File: src/rtl/usb_pkg.sv
`default_nettype none
// ============================================================================
// usb_pkg
// ----------------------------------------------------------------------------
// Shared USB transmit types: PID encodings, transmitter FSM states, line
// symbols, the SYNC byte and the PID-byte helper.
// Revision: 1.0 - initial release
// ============================================================================
package usb_pkg;

  typedef enum logic [3:0] {
    OUT   = 4'b0001,
    IN    = 4'b1001,
    DATA0 = 4'b0011,
    ACK   = 4'b0010,
    NAK   = 4'b1010
  } pid_t;

  typedef enum logic [2:0] {
    ST_IDLE    = 3'd0,
    ST_SYNC    = 3'd1,
    ST_PID     = 3'd2,
    ST_PAYLOAD = 3'd3,
    ST_EOP_SE0 = 3'd4,
    ST_EOP_J   = 3'd5
  } tx_state_t;

  // What the line driver should present in the next cycle.
  typedef enum logic [1:0] {
    SYM_IDLE = 2'd0,
    SYM_BIT  = 2'd1,
    SYM_SE0  = 2'd2,
    SYM_J    = 2'd3
  } line_sym_t;

  localparam logic [7:0] SYNC_BYTE = 8'h80;

  // PID byte on the wire: check nibble in the upper half.
  function automatic logic [7:0] pid_byte(input pid_t pid);
    return {~pid, pid};
  endfunction

endpackage
`default_nettype wire

File: src/rtl/dpdm_encode_if.sv
`default_nettype none
// ============================================================================
// dpdm_encode_if
// ----------------------------------------------------------------------------
// Packet request and payload stream between the upstream TX stages and the
// DP/DM encoder.
//   master : pkt_start, pkt_pid, pkt_has_payload, pay_valid, pay_bit,
//            pay_last out; pay_ready in
//   slave  : the mirror image (encoder side)
// Revision: 1.0 - initial release
// ============================================================================
interface dpdm_encode_if;
  import usb_pkg::*;

  logic pkt_start;
  pid_t pkt_pid;
  logic pkt_has_payload;
  logic pay_valid;
  logic pay_bit;
  logic pay_last;
  logic pay_ready;

  modport master (
    output pkt_start, pkt_pid, pkt_has_payload, pay_valid, pay_bit, pay_last,
    input  pay_ready
  );

  modport slave (
    input  pkt_start, pkt_pid, pkt_has_payload, pay_valid, pay_bit, pay_last,
    output pay_ready
  );
endinterface
`default_nettype wire

File: src/rtl/PISO_Register_Right.sv
`default_nettype none
// ============================================================================
// PISO_Register_Right
// ----------------------------------------------------------------------------
// Parallel-load, right-shift register. o_bit is the LSB being sent this
// cycle; on a load cycle that is the LSB of i_data itself, so a freshly
// loaded byte starts streaming without a bubble.
//   clock, reset : clock and synchronous active-high reset
//   i_load       : load i_data (bit 0 goes out now, rest stored)
//   i_shift      : shift stored bits right by one
//   i_data       : parallel word
//   o_bit        : serial bit for this cycle
// Revision: 1.0 - initial release
// ============================================================================
module PISO_Register_Right #(
  parameter int WIDTH = 8
) (
  input  wire logic             clock,
  input  wire logic             reset,
  input  wire logic             i_load,
  input  wire logic             i_shift,
  input  wire logic [WIDTH-1:0] i_data,
  output logic                  o_bit
);
  logic [WIDTH-1:0] r_q;

  always_ff @(posedge clock) begin
    if (reset) begin
      r_q <= '0;
    end else if (i_load) begin
      r_q <= {1'b0, i_data[WIDTH-1:1]};
    end else if (i_shift) begin
      r_q <= {1'b0, r_q[WIDTH-1:1]};
    end
  end

  assign o_bit = i_load ? i_data[0] : r_q[0];
endmodule
`default_nettype wire

File: src/rtl/dpdm_encode.sv
`default_nettype none
// ============================================================================
// dpdm_encode
// ----------------------------------------------------------------------------
// USB low-level packet transmitter: SYNC, PID byte, optional streamed payload
// and EOP on DP/DM, then bus release.
//   clock, reset   : clock (one wire bit per cycle), sync active-high reset
//   tx_if          : packet request + payload valid/ready stream (slave)
//   DP_out, DM_out : registered line values
//   dpdm_en        : registered drive enable (0 = tri-state)
//   host_sending   : = dpdm_en, blanks the local receiver
//   tx_busy        : accept through last J cycle
//   tx_done        : pulse in the first cycle after dpdm_en falls
//   tx_error       : pulse with tx_done when the payload underran
// Revision: 1.0 - initial release
// ============================================================================
module dpdm_encode
  import usb_pkg::*;
#(
  parameter logic [7:0] SYNC_PATTERN   = SYNC_BYTE,
  parameter int         EOP_SE0_CYCLES = 2,
  parameter int         EOP_J_CYCLES   = 1
) (
  input  wire logic       clock,
  input  wire logic       reset,
  dpdm_encode_if.slave    tx_if,
  output logic            DP_out,
  output logic            DM_out,
  output logic            dpdm_en,
  output logic            host_sending,
  output logic            tx_busy,
  output logic            tx_done,
  output logic            tx_error
);
  // The FSM selects a symbol in cycle t and the line shows it in t+1. The
  // accept cycle already selects SYNC bit 0, so the SYNC state itself only
  // needs the remaining 7 bits.
  tx_state_t   r_state, w_state_nxt;
  logic [3:0]  r_cnt, w_cnt_nxt;
  pid_t        r_pid;
  logic        r_has_pay, r_err;
  logic        r_dp, r_dm, r_en, r_done, r_error;
  line_sym_t   w_sym;
  logic        w_load, w_shift, w_accept, w_underrun, w_done;
  logic        w_piso_bit, w_tx_bit;
  logic [7:0]  w_load_data;

  PISO_Register_Right #(.WIDTH(8)) u_piso (
    .clock   (clock),
    .reset   (reset),
    .i_load  (w_load),
    .i_shift (w_shift),
    .i_data  (w_load_data),
    .o_bit   (w_piso_bit)
  );

  always_ff @(posedge clock) begin
    if (reset) begin
      r_state <= ST_IDLE;
      r_cnt   <= '0;
    end else begin
      r_state <= w_state_nxt;
      r_cnt   <= w_cnt_nxt;
    end
  end

  always_comb begin
    w_state_nxt = r_state;
    w_cnt_nxt   = r_cnt + 4'd1;
    w_sym       = SYM_IDLE;
    w_load      = 1'b0;
    w_shift     = 1'b0;
    w_load_data = SYNC_PATTERN;
    w_accept    = 1'b0;
    w_underrun  = 1'b0;
    case (r_state)
      ST_IDLE: begin
        w_cnt_nxt = '0;
        // r_en still high means the last J is on the wire: still busy.
        if (tx_if.pkt_start && !r_en) begin
          w_accept    = 1'b1;
          w_load      = 1'b1;
          w_sym       = SYM_BIT;
          w_state_nxt = ST_SYNC;
        end
      end
      ST_SYNC: begin
        w_shift = 1'b1;
        w_sym   = SYM_BIT;
        if (r_cnt == 4'd6) begin
          w_state_nxt = ST_PID;
          w_cnt_nxt   = '0;
        end
      end
      ST_PID: begin
        w_load_data = pid_byte(r_pid);
        w_load      = (r_cnt == 4'd0);
        w_shift     = (r_cnt != 4'd0);
        w_sym       = SYM_BIT;
        if (r_cnt == 4'd7) begin
          w_state_nxt = r_has_pay ? ST_PAYLOAD : ST_EOP_SE0;
          w_cnt_nxt   = '0;
        end
      end
      ST_PAYLOAD: begin
        if (tx_if.pay_valid) begin
          w_sym = SYM_BIT;
          if (tx_if.pay_last) begin
            w_state_nxt = ST_EOP_SE0;
            w_cnt_nxt   = '0;
          end
        end else begin
          // The underrun cycle already emits the first SE0, so the EOP
          // stays EOP_SE0_CYCLES long and dpdm_en length stays 16+P+EOP.
          w_underrun = 1'b1;
          w_sym      = SYM_SE0;
          if (EOP_SE0_CYCLES > 1) begin
            w_state_nxt = ST_EOP_SE0;
            w_cnt_nxt   = 4'd1;
          end else begin
            w_state_nxt = ST_EOP_J;
            w_cnt_nxt   = '0;
          end
        end
      end
      ST_EOP_SE0: begin
        w_sym = SYM_SE0;
        if (r_cnt == 4'(EOP_SE0_CYCLES - 1)) begin
          w_state_nxt = ST_EOP_J;
          w_cnt_nxt   = '0;
        end
      end
      ST_EOP_J: begin
        w_sym = SYM_J;
        if (r_cnt == 4'(EOP_J_CYCLES - 1)) begin
          w_state_nxt = ST_IDLE;
          w_cnt_nxt   = '0;
        end
      end
      default: begin
        w_state_nxt = ST_IDLE;
        w_cnt_nxt   = '0;
      end
    endcase
  end

  assign w_tx_bit = (r_state == ST_PAYLOAD) ? tx_if.pay_bit : w_piso_bit;
  // IDLE with the enable still high: the final J is on the wire now.
  assign w_done   = (r_state == ST_IDLE) && r_en;

  always_ff @(posedge clock) begin
    if (reset) begin
      r_dp      <= 1'b0;
      r_dm      <= 1'b0;
      r_en      <= 1'b0;
      r_done    <= 1'b0;
      r_error   <= 1'b0;
      r_err     <= 1'b0;
      r_pid     <= ACK;
      r_has_pay <= 1'b0;
    end else begin
      r_dp    <= (w_sym == SYM_BIT) ? w_tx_bit : (w_sym == SYM_J);
      r_dm    <= (w_sym == SYM_BIT) && !w_tx_bit;
      r_en    <= (w_sym != SYM_IDLE);
      r_done  <= w_done;
      r_error <= w_done && r_err;
      if (w_underrun) begin
        r_err <= 1'b1;
      end else if (w_done) begin
        r_err <= 1'b0;
      end
      if (w_accept) begin
        r_pid     <= tx_if.pkt_pid;
        r_has_pay <= tx_if.pkt_has_payload;
      end
    end
  end

  assign tx_if.pay_ready = (r_state == ST_PAYLOAD);
  assign DP_out          = r_dp;
  assign DM_out          = r_dm;
  assign dpdm_en         = r_en;
  assign host_sending    = r_en;
  // The enable covers exactly accept+1 through the last J cycle.
  assign tx_busy         = r_en;
  assign tx_done         = r_done;
  assign tx_error        = r_error;
endmodule
`default_nettype wire

File: src/flat_wrapper.sv
// flat-port wrapper written by rule: the top's interface ports become plain ports
module dpdm_encode_flat import usb_pkg::*;
#(
  parameter logic [7:0] SYNC_PATTERN   = SYNC_BYTE,
  parameter int         EOP_SE0_CYCLES = 2,
  parameter int         EOP_J_CYCLES   = 1
)
  (clock, reset, DP_out, DM_out, dpdm_en, host_sending, tx_busy, tx_done, tx_error, tx_if_pkt_start, tx_if_pkt_pid, tx_if_pkt_has_payload, tx_if_pay_valid, tx_if_pay_bit, tx_if_pay_last, tx_if_pay_ready);
  dpdm_encode_if tx_if_i ();
  input  wire logic clock;
  input  wire logic reset;
  output logic DP_out;
  output logic DM_out;
  output logic dpdm_en;
  output logic host_sending;
  output logic tx_busy;
  output logic tx_done;
  output logic tx_error;
  input wire logic [$bits(tx_if_i.pkt_start)-1:0] tx_if_pkt_start;
  input wire logic [$bits(tx_if_i.pkt_pid)-1:0] tx_if_pkt_pid;
  input wire logic [$bits(tx_if_i.pkt_has_payload)-1:0] tx_if_pkt_has_payload;
  input wire logic [$bits(tx_if_i.pay_valid)-1:0] tx_if_pay_valid;
  input wire logic [$bits(tx_if_i.pay_bit)-1:0] tx_if_pay_bit;
  input wire logic [$bits(tx_if_i.pay_last)-1:0] tx_if_pay_last;
  output wire logic [$bits(tx_if_i.pay_ready)-1:0] tx_if_pay_ready;
  assign tx_if_i.pkt_start = tx_if_pkt_start;
  assign tx_if_i.pkt_pid = tx_if_pkt_pid;
  assign tx_if_i.pkt_has_payload = tx_if_pkt_has_payload;
  assign tx_if_i.pay_valid = tx_if_pay_valid;
  assign tx_if_i.pay_bit = tx_if_pay_bit;
  assign tx_if_i.pay_last = tx_if_pay_last;
  assign tx_if_pay_ready = tx_if_i.pay_ready;
  dpdm_encode #(.SYNC_PATTERN(SYNC_PATTERN), .EOP_SE0_CYCLES(EOP_SE0_CYCLES), .EOP_J_CYCLES(EOP_J_CYCLES)) u_core (.clock(clock), .reset(reset), .tx_if(tx_if_i), .DP_out(DP_out), .DM_out(DM_out), .dpdm_en(dpdm_en), .host_sending(host_sending), .tx_busy(tx_busy), .tx_done(tx_done), .tx_error(tx_error));
endmodule
File: config.mk
export PLATFORM = sky130hd
export DESIGN_NAME = dpdm_encode_flat
export DESIGN_NICKNAME = d
export VERILOG_FILES = /design/src/rtl/usb_pkg.sv /design/src/rtl/dpdm_encode_if.sv /design/src/rtl/PISO_Register_Right.sv /design/src/rtl/dpdm_encode.sv /design/src/flat_wrapper.sv
export SDC_FILE = /design/constraint.sdc
export NUM_CORES = 1
export LEC_CHECK = 0
export BUFFER_PORTS_ARGS = -buffer_cell sky130_fd_sc_hd__buf_2
export CAP_MARGIN = 20
export CORE_ASPECT_RATIO = 0.9
export CORE_UTILIZATION = 60
export DETAILED_ROUTE_END_ITERATION = 8
export PLACE_DENSITY = 0.88
export SYNTH_ARGS = -nofsm -noshare
export SYNTH_HDL_FRONTEND = slang
export SYNTH_HIERARCHICAL = 1
export SYNTH_SLANG_ARGS = --single-unit
File: constraint.sdc
create_clock -name clock -period 5.5 [get_ports clock]
set_clock_uncertainty 0.2 [all_clocks]
set_input_delay 0.275 -clock clock [delete_from_list [all_inputs] [get_ports clock]]
set_output_delay 0.275 -clock clock [all_outputs]
set_load 0.01 [all_outputs]
Yosys cells after proc, flatten, opt, wreduce, memory -nomap -nowiden
Cells that the tools add are included.
{"block": "totals", "regBits": 25, "latchBits": 0, "ramBits": 0, "romBits": 0, "in_bits": 11, "output_inout_bits": 8, "wordCells": 76, "memories": 0}
{"block": "classes", "add_sub_neg": 1, "mul": 0, "div_mod_pow": 0, "magnitude_cmp": 0, "n_eq_ne": 16, "shifts": 0, "n_mux": 33, "bitwise_logic": 1, "reduce_logical": 14}
{"cell": "3-bit 2-to-1 mux", "n": 8}
{"cell": "4-bit 2-to-1 mux", "n": 6}
{"cell": "4-bit case mux with 5 select lines", "n": 1}
{"cell": "3-bit case mux with 6 select lines", "n": 1}
{"cell": "7-bit 2-to-1 mux", "n": 2}
{"cell": "1-bit 2-to-1 mux", "n": 10}
{"cell": "2-bit by 1-bit != test with 1-bit output (second input constant)", "n": 5}
{"cell": "2-bit case mux with 5 select lines", "n": 1}
{"cell": "4-bit by 3-bit equality test with 1-bit output (second input constant)", "n": 2}
{"cell": "8-bit 2-to-1 mux", "n": 1}
{"cell": "3-bit by 2-bit equality test with 1-bit output (second input constant)", "n": 2}
{"cell": "3-bit equality test (second input constant)", "n": 2}
{"cell": "6-bit AND reduction", "n": 1}
{"cell": "2-bit nonzero test", "n": 3}
{"cell": "4-bit by 1-bit adder with 4-bit output (second input constant)", "n": 1}
{"cell": "4-bit by 1-bit equality test with 1-bit output (second input constant)", "n": 1}
{"cell": "1-bit logical AND", "n": 4}
{"cell": "4-bit logical NOT", "n": 1}
{"cell": "4-bit inverter", "n": 1}
{"cell": "1-bit case mux with 2 select lines", "n": 2}
{"cell": "4-bit nonzero test", "n": 1}
{"cell": "3-bit by 1-bit equality test with 1-bit output (second input constant)", "n": 1}
{"cell": "3-bit logical NOT", "n": 1}
{"cell": "3-bit != test (second input constant)", "n": 1}
{"cell": "other kinds (5)", "n": 6}

Logic depth before layout (Yosys ltp)
Gate-level depths: netlist of the first run.
{"block": "logic_depth", "depth_word": 8, "depth_mapped": 9, "ltp_nobuf": 8}

Modules after synthesis
The synthesis of the first run kept the hierarchy.
{"module": "dpdm_encode", "instances": 1, "cells_per_inst": 129, "area_each_um2": 1048.5, "seq_area_each_um2": 360.3}
{"module": "PISO_Register_Right", "instances": 1, "cells_per_inst": 32, "area_each_um2": 352.8, "seq_area_each_um2": 140.1}

Least setup slack after synthesis of the first run
OpenSTA, ideal clock, no wires.
{"block": "synth_timing", "path_type": "register to register", "startpoint": "register u_core.r_state[0]", "endpoint": "register u_core.r_dp, in the netlist u_core/DP_out", "setup_ps": 129, "arrival_time_ps": 1999, "required_time_ps": 5171, "path_slack_ps": 3172, "stages_incl_launch_ff": 8, "path_buffers": 2, "period_less_slack_ps": 2328, "cell_sequence": "dfxtp_1 > clkbuf_1 > nor4_2 > o21bai_1 > buf_6 > mux2_2 > mux2i_1 > a21oi_1"}
{"block": "synth_via", "elab_chain_len": 5, "elab_cells_between_ends": 15, "classes_between": "7 x eq/ne; 6 x mux; 2 x reduce/logical"}
{"item": "start: declaration", "line_no": "dpdm_encode.sv:38", "source": "tx_state_t r_state, w_state_nxt;"}
{"item": "start signal: assignment", "line_no": "dpdm_encode.sv:62", "source": "r_state <= w_state_nxt;"}
{"item": "3-bit by 2-bit equality test with 1-bit output / 3-bit logical NOT (equally long branches)", "line_no": "dpdm_encode.sv:76", "source": "case (r_state)"}
{"item": "1-bit case mux with 2 select lines *", "line_no": "dpdm_encode.sv:76"}
{"item": "net u_core.w_load", "line_no": "dpdm_encode.sv:44", "source": "logic w_load, w_shift, w_accept, w_underrun, w_done;"}
{"item": "1-bit 2-to-1 mux *", "line_no": "PISO_Register_Right.sv:37", "source": "assign o_bit = i_load ? i_data[0] : r_q[0];"}
{"item": "net u_core.w_piso_bit", "line_no": "dpdm_encode.sv:45", "source": "logic w_piso_bit, w_tx_bit;"}
{"item": "1-bit 2-to-1 mux *", "line_no": "dpdm_encode.sv:147", "source": "assign w_tx_bit = (r_state == ST_PAYLOAD) ? tx_if.pay_bit : w_piso_bit;"}
{"item": "1-bit 2-to-1 mux *", "line_no": "dpdm_encode.sv:162", "source": "r_dp <= (w_sym == SYM_BIT) ? w_tx_bit : (w_sym == SYM_J);"}
{"item": "end signal: assignment", "line_no": "dpdm_encode.sv:162"}
{"item": "end: declaration", "line_no": "dpdm_encode.sv:42", "source": "logic r_dp, r_dm, r_en, r_done, r_error;"}
The timed path passes the listed nets; every way through them passes the cells marked *.
A chain may end at the register's enable or synchronous reset.

Worst setup path after layout of the first run
{"block": "layout_timing", "startpoint": "register u_core.r_cnt[1]", "endpoint": "register u_core.r_state[1]"}
{"block": "layout_via", "elab_chain_len": 3, "elab_cells_between_ends": 9, "classes_between": "7 x eq/ne; 2 x reduce/logical"}
{"item": "start: declaration", "line_no": "dpdm_encode.sv:39", "source": "logic [3:0] r_cnt, w_cnt_nxt;"}
{"item": "start signal: assignment", "line_no": "dpdm_encode.sv:63", "source": "r_cnt <= w_cnt_nxt;"}
{"item": "4-bit by 1-bit equality test with 1-bit output (tied with other cells)", "line_no": "dpdm_encode.sv:128", "source": "if (r_cnt == 4'(EOP_SE0_CYCLES - 1)) begin"}
{"item": "2-bit by 1-bit != test with 1-bit output (no source line)"}
{"item": "6-bit AND reduction (no source line) *"}
Every way passes the cells marked *; elsewhere a longest branch is shown, timed or not.

==> results of run 1 <==
how the worst max path moves through the flow:
stage,to,slack [ns]
after detailed placement,u_core/r_state[1],2.91
after CTS,u_core/r_state[1],2.89
after floorplan,u_core/DP_out,3.17
final,u_core/r_state[1],2.81
after global routing,u_core/r_state[1],2.67
after global placement,u_core/r_state[1],3.05
worst max-delay path: stages (launching register included):
cell and delay, ns:
sky130_fd_sc_hd__dfxtp_1 0.36, sky130_fd_sc_hd__inv_1 0.09, sky130_fd_sc_hd__ha_1 0.16, sky130_fd_sc_hd__or3b_1 0.40, sky130_fd_sc_hd__a222oi_1 0.85, sky130_fd_sc_hd__o311ai_1 0.26, sky130_fd_sc_hd__a32o_1 0.27
state kept, by name, indices dropped and copies added (netlist names), 3 cells and up:
| signal | flops |
|---|---|
| u_core/r_cnt | 4 |
| u_core/r_state | 3 |
| u_core/r_pid | 4 |
| u_core/u_piso/r_q | 7 |
power groups by stage:
stage | Sequential [mW] | Combinational, mW | Clock, mW
6_report | 0.286 | 0.312 | 0.0797
2_1_floorplan | 0.269 | 0.277 | 0
3_5_place_dp | 0.291 | 0.306 | 0
5_1_grt | 0.297 | 0.346 | 0.0927
3_3_place_gp | 0.285 | 0.295 | 0
4_1_cts | 0.287 | 0.308 | 0.0822
routing by layer:
layer,global-route usage [%],vias up
met5,0,-
met4,10.0,0
met2,38.0,42
met3,6.67,6
met1,34.2,572
li1,-,599
synth_stat cells, types with 2 or more instances:
cell,count
sky130_fd_sc_hd__and3b_1,2
sky130_fd_sc_hd__nor2b_2,6
sky130_fd_sc_hd__buf_6,2
sky130_fd_sc_hd__dfxtp_1,25
sky130_fd_sc_hd__inv_1,9
sky130_fd_sc_hd__ha_1,6
sky130_fd_sc_hd__o21ai_0,4
sky130_fd_sc_hd__o21a_1,2
sky130_fd_sc_hd__or3b_1,3
sky130_fd_sc_hd__nand3b_1,2
sky130_fd_sc_hd__clkbuf_1,4
sky130_fd_sc_hd__nor3_1,2
sky130_fd_sc_hd__and2_1,4
sky130_fd_sc_hd__nand2b_1,3
sky130_fd_sc_hd__nand3_1,2
sky130_fd_sc_hd__a211oi_1,7
sky130_fd_sc_hd__nor3b_1,3
sky130_fd_sc_hd__nor2b_1,2
sky130_fd_sc_hd__a22oi_1,2
sky130_fd_sc_hd__mux2i_1,11
sky130_fd_sc_hd__nor2_1,17
sky130_fd_sc_hd__buf_4,2
sky130_fd_sc_hd__nand2_1,11
sky130_fd_sc_hd__a21oi_1,13
kinds of logic (layout without fill, tap and decap cells):
| kind of cell | after synthesis | after routing | share of synthesized area (%) |
|---|---|---|---|
| flip-flops | 25 | 25 | 35.7 |
| buffers and inverters | 18 | 34 | 6.52 |
| AO/OA/AOI/OAI | 38 | 38 | 18.0 |
| XOR/XNOR | 2 | 2 | 1.25 |
| adder cells (fa/ha/maj) | 6 | 6 | 5.36 |
| multiplexers | 12 | 12 | 8.66 |
| AND/OR/NAND/NOR | 60 | 60 | 24.5 |
cell type report:
class                   count  area [sq um]  area share [%]
multi-input cells         118           810            53.1
flip-flops and latches     25           500            32.8
repair buffers             21           120            7.88
inverters                   9          33.8            2.22
well taps                  27          33.8            2.22
clock buffers               4          26.3            1.72
what timing repair did:
action | in CTS | in global routing
hold buffers | 3 | 0
setup buffers | 0 | 0
endpoints found under the hold margin | 3 | 0
==> reports/qor.txt, run 1 <==
======================================================================================================
Part of the total power dissipated in combinational logic                                        46.0%
Weighted congestion reported at the end of routability-driven placement                          0.840
Worst R2R Path Depth                                                                                 6
Period utilization                                                                               48.9%
Setup repair after global routing missed its margin                                              false
Global-route wire length before repair                                                         4510 um
Total gr overflow                                                                                    0
Power Density                                                                              445 nW/um^2
CTS tree                                                                                         built
Count of inserted antenna diode cells                                                                0
Critical Path Fanout Max                                                                             7
Yosys top cell area share                                                                        35.7%
Number of buffers inserted by port buffering                                                        18
Hold Crit Depth                                                                                      3
Reg-to-Reg End                                                                            u_core/r_state[1]
Critical path data required time                                                               5.52 ns
Flip-flop cell with the highest count after synthesis                                     sky130_fd_sc_hd__dfxtp_1
Initial cell density of the core                                                                 64.2%
Clock latency at the later pin of the worst-skew pair                                          0.31 ns
Leakage component of the power                                                                0.621 nW
Number of CTS-inserted buffers                                                                       3
Routed via count divided by cell count                                                            5.98
Net switching share of the total power                                                           40.1%
EDFF count, synth                                                                                    0
Arrival time at the worst endpoint                                                             2.71 ns
Cell count after placement                                                                         197
Routed via count                                                                                  1219
Time the worst path needs with I/O delays and setup                                            2.69 ns
Distinct cell type count of the synthesized netlist                                                 41
Mean instance size in the synthesized netlist                                               8.70 sq um
Run status                                                                                complete, no violations
Cell accounting for the most synthesized area                                             sky130_fd_sc_hd__dfxtp_1
Number of max-slew violations in the final report                                                    0
Netlist area before placement                                                               1400 sq um
Layout fillers                                                                                     182
Number of gates resized after CTS                                                                    0
Post-Route Utilization                                                                           69.8%
H-tree levels                                                                                        1
Synthesis-to-layout area growth                                                                  8.75%
Clock transition at the register clock pins on the worst setup and hold paths after CTS        0.12 ns
Switch Pwr                                                                                    0.272 mW
Relative max-transition margin                                                                   35.8%
CORE AREA                                                                                   2180 sq um
Final Total Pwr                                                                               0.678 mW
Internal power component                                                                      0.406 mW
Chip width                                                                                     52.9 um
Post-synthesis sequential area ratio                                                             35.7%
Die Area                                                                                    2530 sq um
Post-synthesis net count                                                                           178
CP endpoint kind                                                                             flip-flop
Cells taking the most area after synthesis                                                sky130_fd_sc_hd__dfxtp_1 36%, sky130_fd_sc_hd__mux2i_1 7.9%, sky130_fd_sc_hd__ha_1 5.4%
Setup TNS                                                                                         0 ns
Maximum VDD drop                                                                              0.279 mV
Vias in the first global route                                                                    1042
Worst Setup Slack, final                                                                       2.81 ns
Met2 wire len                                                                                  1280 um
Post-route DRC                                                                                       0
Number of antenna violations at the first check in global routing                                    0
Hold Startpoint                                                                           tx_if_pkt_pid[0]
Most frequent standard cell in the layout excluding fill and tap cells                    sky130_fd_sc_hd__dfxtp_1
Async S/R FF share, synth                                                                           0%
Maximum number of pins on one net before global-route repair                                        21
Placement Rows                                                                                      16
Setup Slack @ Placement                                                                        2.91 ns
Count of endpoints failing hold in the final timing report                                           0
Finish-stage setup viols                                                                             0
WL/cell                                                                                        13.9 um
GRT Util Overall                                                                                 25.1%
1st-pass router iterations                                                                           4
Number of flip-flops and latches in the synthesized netlist                                         25
Routed metal-1 wire length                                                                     1330 um
Hold-critical path endpoint                                                               u_core/r_pid[0]
Root Buffer Master                                                                        sky130_fd_sc_hd__clkbuf_4
# IOs                                                                                               19
First-iteration detailed-routing DRC count                                                          61
Type of the worst setup path                                                                   reg2reg
Part of the total power dissipated in the clock network                                          11.8%
Sequential Power Share                                                                           42.2%
Top routing layer in use                                                                          met4
Maximum clock frequency                                                                      0.372 GHz
Fin area                                                                                    1520 sq um
Placed instance area                                                                        1470 sq um
Least-Margin Pin Slew                                                                         0.962 ns
Share of final-layout standard cells stronger than drive strength 1                              17.5%
Commonest cells after routing, fill and taps aside                                        25 x sky130_fd_sc_hd__dfxtp_1, 18 x sky130_fd_sc_hd__buf_2, 17 x sky130_fd_sc_hd__nor2_1
Finished Layout Cells                                                                              204
Maximum clock insertion buffer count                                                                 2
DPL Wire Length                                                                                2160 um
Kind of path behind the tightest hold check                                                     in2reg
Reg-to-reg startpoint                                                                     u_core/r_cnt[1]
Worst Hold Margin                                                                            0.0178 ns
Final ANT Viol Nets                                                                                  0
Number of maximum-capacitance constraint violations                                                  0
Number of warnings reported in the yosys synthesis log                                               6
Worst reg2reg setup slack                                                                      2.81 ns
Sink Count                                                                                          25
Met3 wirelength from detailed routing                                                           207 um
Die Y                                                                                          47.8 um
Critical Path Start                                                                       u_core/r_cnt[1]
Sort of element at the start of the critical path                                            flip-flop
Cell count after synthesis                                                                         161
Final Routed Wirelength                                                                        2840 um
Post-layout nets                                                                                   195
======================================================================================================
(Power assumes the default switching activity.)
==> inputs of run 2 (changes only) <==
--- a/config.mk
+++ b/config.mk
@@ -8,9 +8,9 @@
 export BUFFER_PORTS_ARGS = -buffer_cell sky130_fd_sc_hd__buf_2
 export CAP_MARGIN = 20
 export CORE_ASPECT_RATIO = 0.9
-export CORE_UTILIZATION = 60
+export CORE_UTILIZATION = 51
 export DETAILED_ROUTE_END_ITERATION = 8
-export PLACE_DENSITY = 0.88
+export PLACE_DENSITY = 0.8
 export SYNTH_ARGS = -nofsm -noshare
 export SYNTH_HDL_FRONTEND = slang
 export SYNTH_HIERARCHICAL = 1
==> constraint.sdc (replaced) <==
create_clock -name clock -period 2.35 [get_ports clock]
set_clock_uncertainty 0.2 [all_clocks]
set_input_delay 0.1175 -clock clock [delete_from_list [all_inputs] [get_ports clock]]
set_output_delay 0.1175 -clock clock [all_outputs]
set_load 0.01 [all_outputs]
==> run 2 against run 1 <==
The run now ends with design-rule violations, negative setup slack left. Setup slack lost 2.9 ns. Global-route usage shrank 2.0 points. Via count grew 3.1%. Sequential power grew 130%. Die area grew 17%. Flip-flop and latch count is the same. Clock power grew 140%. Combinational power grew to 2.9 times the previous value. Total power grew to 2.5 times the previous value. Wire length grew 9.3%. Utilization shrank 3.8 points. Fmax grew 12%. Critical path type unchanged.
==> reports/qor.txt, run 2 (synthesized netlist as in run 1, its figures left out) <==
======================================================================================================
Worst Hold Margin                                                                           0.00758 ns
Initial cell density of the core                                                                 55.4%
Number of antenna violations at the first check in global routing                                    0
Global-route wire length before repair                                                         5290 um
Maximum clock insertion buffer count                                                                 2
Finish-stage setup viols                                                                             1
Root Buffer Master                                                                        sky130_fd_sc_hd__clkbuf_4
Critical Path Fanout Max                                                                             4
Largest register FFs                                                                                 7
Sort of element at the start of the critical path                                            flip-flop
Arrival time at the worst endpoint                                                             2.42 ns
WL/cell                                                                                        14.0 um
Vias in the first global route                                                                    1184
# IOs                                                                                               19
Leakage component of the power                                                                0.698 nW
Post-Route Utilization                                                                           66.0%
Fin area                                                                                    1670 sq um
Routed via count                                                                                  1257
Worst reg2reg setup slack                                                                     -0.06 ns
Count of endpoints failing hold in the final timing report                                           0
Post-route DRC                                                                                       7
Synthesis-to-layout area growth                                                                  19.2%
Largest registers                                                                         u_core/u_piso/r_q (7), u_core/r_cnt (4), u_core/r_pid (4)
Hold Startpoint                                                                                  reset
Weighted congestion reported at the end of routability-driven placement                          0.853
Reg-to-reg startpoint                                                                     u_core/r_cnt[1]
Commonest cells after routing, fill and taps aside                                        23 x sky130_fd_sc_hd__dfxtp_1, 18 x sky130_fd_sc_hd__buf_2, 16 x sky130_fd_sc_hd__nor2_1
Setup TNS                                                                                   -0.0562 ns
Critical path data required time                                                               2.37 ns
CORE AREA                                                                                   2530 sq um
Worst Setup Slack, final                                                                    -0.0562 ns
Number of buffers inserted by port buffering                                                        18
First-iteration detailed-routing DRC count                                                          57
CTS tree                                                                                         built
Total gr overflow                                                                                    0
Time the worst path needs with I/O delays and setup                                            2.41 ns
Failing checks                                                                            design-rule violations, negative setup slack
Period utilization                                                                                102%
Number of buffers added for setup after CTS                                                          0
Number of max-slew violations in the final report                                                    0
Cell count after placement                                                                         207
Die Y                                                                                          51.7 um
Placement Rows                                                                                      17
CP endpoint kind                                                                             flip-flop
Maximum clock frequency                                                                      0.416 GHz
Maximum number of pins on one net before global-route repair                                        21
Setup repair after global routing missed its margin                                               true
Most frequent standard cell in the layout excluding fill and tap cells                    sky130_fd_sc_hd__dfxtp_1
Count of inserted antenna diode cells                                                                0
Number of CTS-inserted buffers                                                                       3
Clock latency at the later pin of the worst-skew pair                                          0.31 ns
Die Area                                                                                    2960 sq um
Sink Count                                                                                          25
Finished Layout Cells                                                                              221
Post-layout nets                                                                                   211
Chip width                                                                                     57.3 um
Routed via count divided by cell count                                                            5.69
Clock transition at the register clock pins on the worst setup and hold paths after CTS        0.13 ns
Hold Crit Depth                                                                                      2
Relative max-transition margin                                                                   51.5%
Final Routed Wirelength                                                                        3100 um
Hold-critical path endpoint                                                               u_core/r_state[0]
Least-Margin Pin Slew                                                                         0.728 ns
Kind of path behind the tightest hold check                                                     in2reg
Reg-to-Reg End                                                                            u_core/r_state[1]
Maximum VDD drop                                                                              0.509 mV
1st-pass router iterations                                                                           6
Number of maximum-capacitance constraint violations                                                  0
Power Density                                                                             1030 nW/um^2
DPL Wire Length                                                                                2210 um
Share of final-layout standard cells stronger than drive strength 1                              22.8%
Placed instance area                                                                        1540 sq um
Final ANT Viol Nets                                                                                  0
H-tree levels                                                                                        1
Type of the worst setup path                                                                   reg2reg
Run status                                                                                finished, violations left
GRT Util Overall                                                                                 23.1%
Register containing the most flip-flops in the final layout                               u_core/u_piso/r_q
Worst R2R Path Depth                                                                                 6
======================================================================================================
run 2: cell types whose count changed in the layout (fill, tap and decap cells not counted), sizes merged:
| cell | change |
|---|---|
| buf | +9 |
| dlygate4sd3 | +7 |
run 2: critical path, cell delays in order, from the launching register on:
cell and delay [ns]:
sky130_fd_sc_hd__dfxtp_2 0.37, sky130_fd_sc_hd__inv_1 0.08, sky130_fd_sc_hd__ha_1 0.17, sky130_fd_sc_hd__or3b_1 0.39
sky130_fd_sc_hd__a222oi_1 0.64, sky130_fd_sc_hd__o311ai_1 0.21, sky130_fd_sc_hd__a32o_1 0.25
run 2: layout make-up:
class | instances | area (sq um)
clock buffers | 4 | 26.3
repair buffers | 37 | 258
inverters | 9 | 33.8
multi-input cells | 118 | 815
well taps | 28 | 35.0
flip-flops and latches | 25 | 503
fillers | 208 | 861
run 2: per-stage QoR:
step	setup WS (ns)	total power [mW]
CTS	0.0531	1.70
finish	-0.0562	1.72
global route	-0.0774	1.85
global placement	0.167	1.45
detailed placement	0.0850	1.49
floorplan	0.0223	1.28
run 2: metal layers:
metal	share of wire, %	track usage, %	wire, um	vias to the layer above
li1	-	-	-	626
met1	47	30.8	1460	572
met2	45	39.0	1410	55
met3	6.6	4.98	206	4
met4	0.87	4.07	27	0
met5	0	0	0	-
run 2: worst max-delay path by stage:
stage | to | slack (ns) | startpoint | cells past startpoint
after floorplan | u_core/DP_out | 0.02 | u_core/r_state[0] | 7
after global placement | u_core/r_state[1] | 0.17 | u_core/r_cnt[1] | 6
after detailed placement | u_core/r_state[1] | 0.09 | u_core/r_cnt[1] | 6
after CTS | u_core/r_state[1] | 0.05 | u_core/r_cnt[1] | 6
after global routing | u_core/r_state[1] | -0.08 | u_core/r_cnt[1] | 6
final | u_core/r_state[1] | -0.06 | u_core/r_cnt[1] | 6
run 2: report_power, final:
| group | internal (mW) | switching, mW | leakage [nW] |
|---|---|---|---|
| Clock | 0.0663 | 0.122 | 0.0150 |
| Sequential | 0.552 | 0.0930 | 0.206 |
| Combinational | 0.431 | 0.460 | 0.478 |
| Total | 1.05 | 0.674 | 0.698 |
run 2: repair_timing:
action | 4_1_cts | 5_1_grt
endpoints found under the hold margin | 8 | 0
hold buffers | 10 | 0
endpoints found under the setup margin | 0 | 5
gates resized for setup | 0 | 4
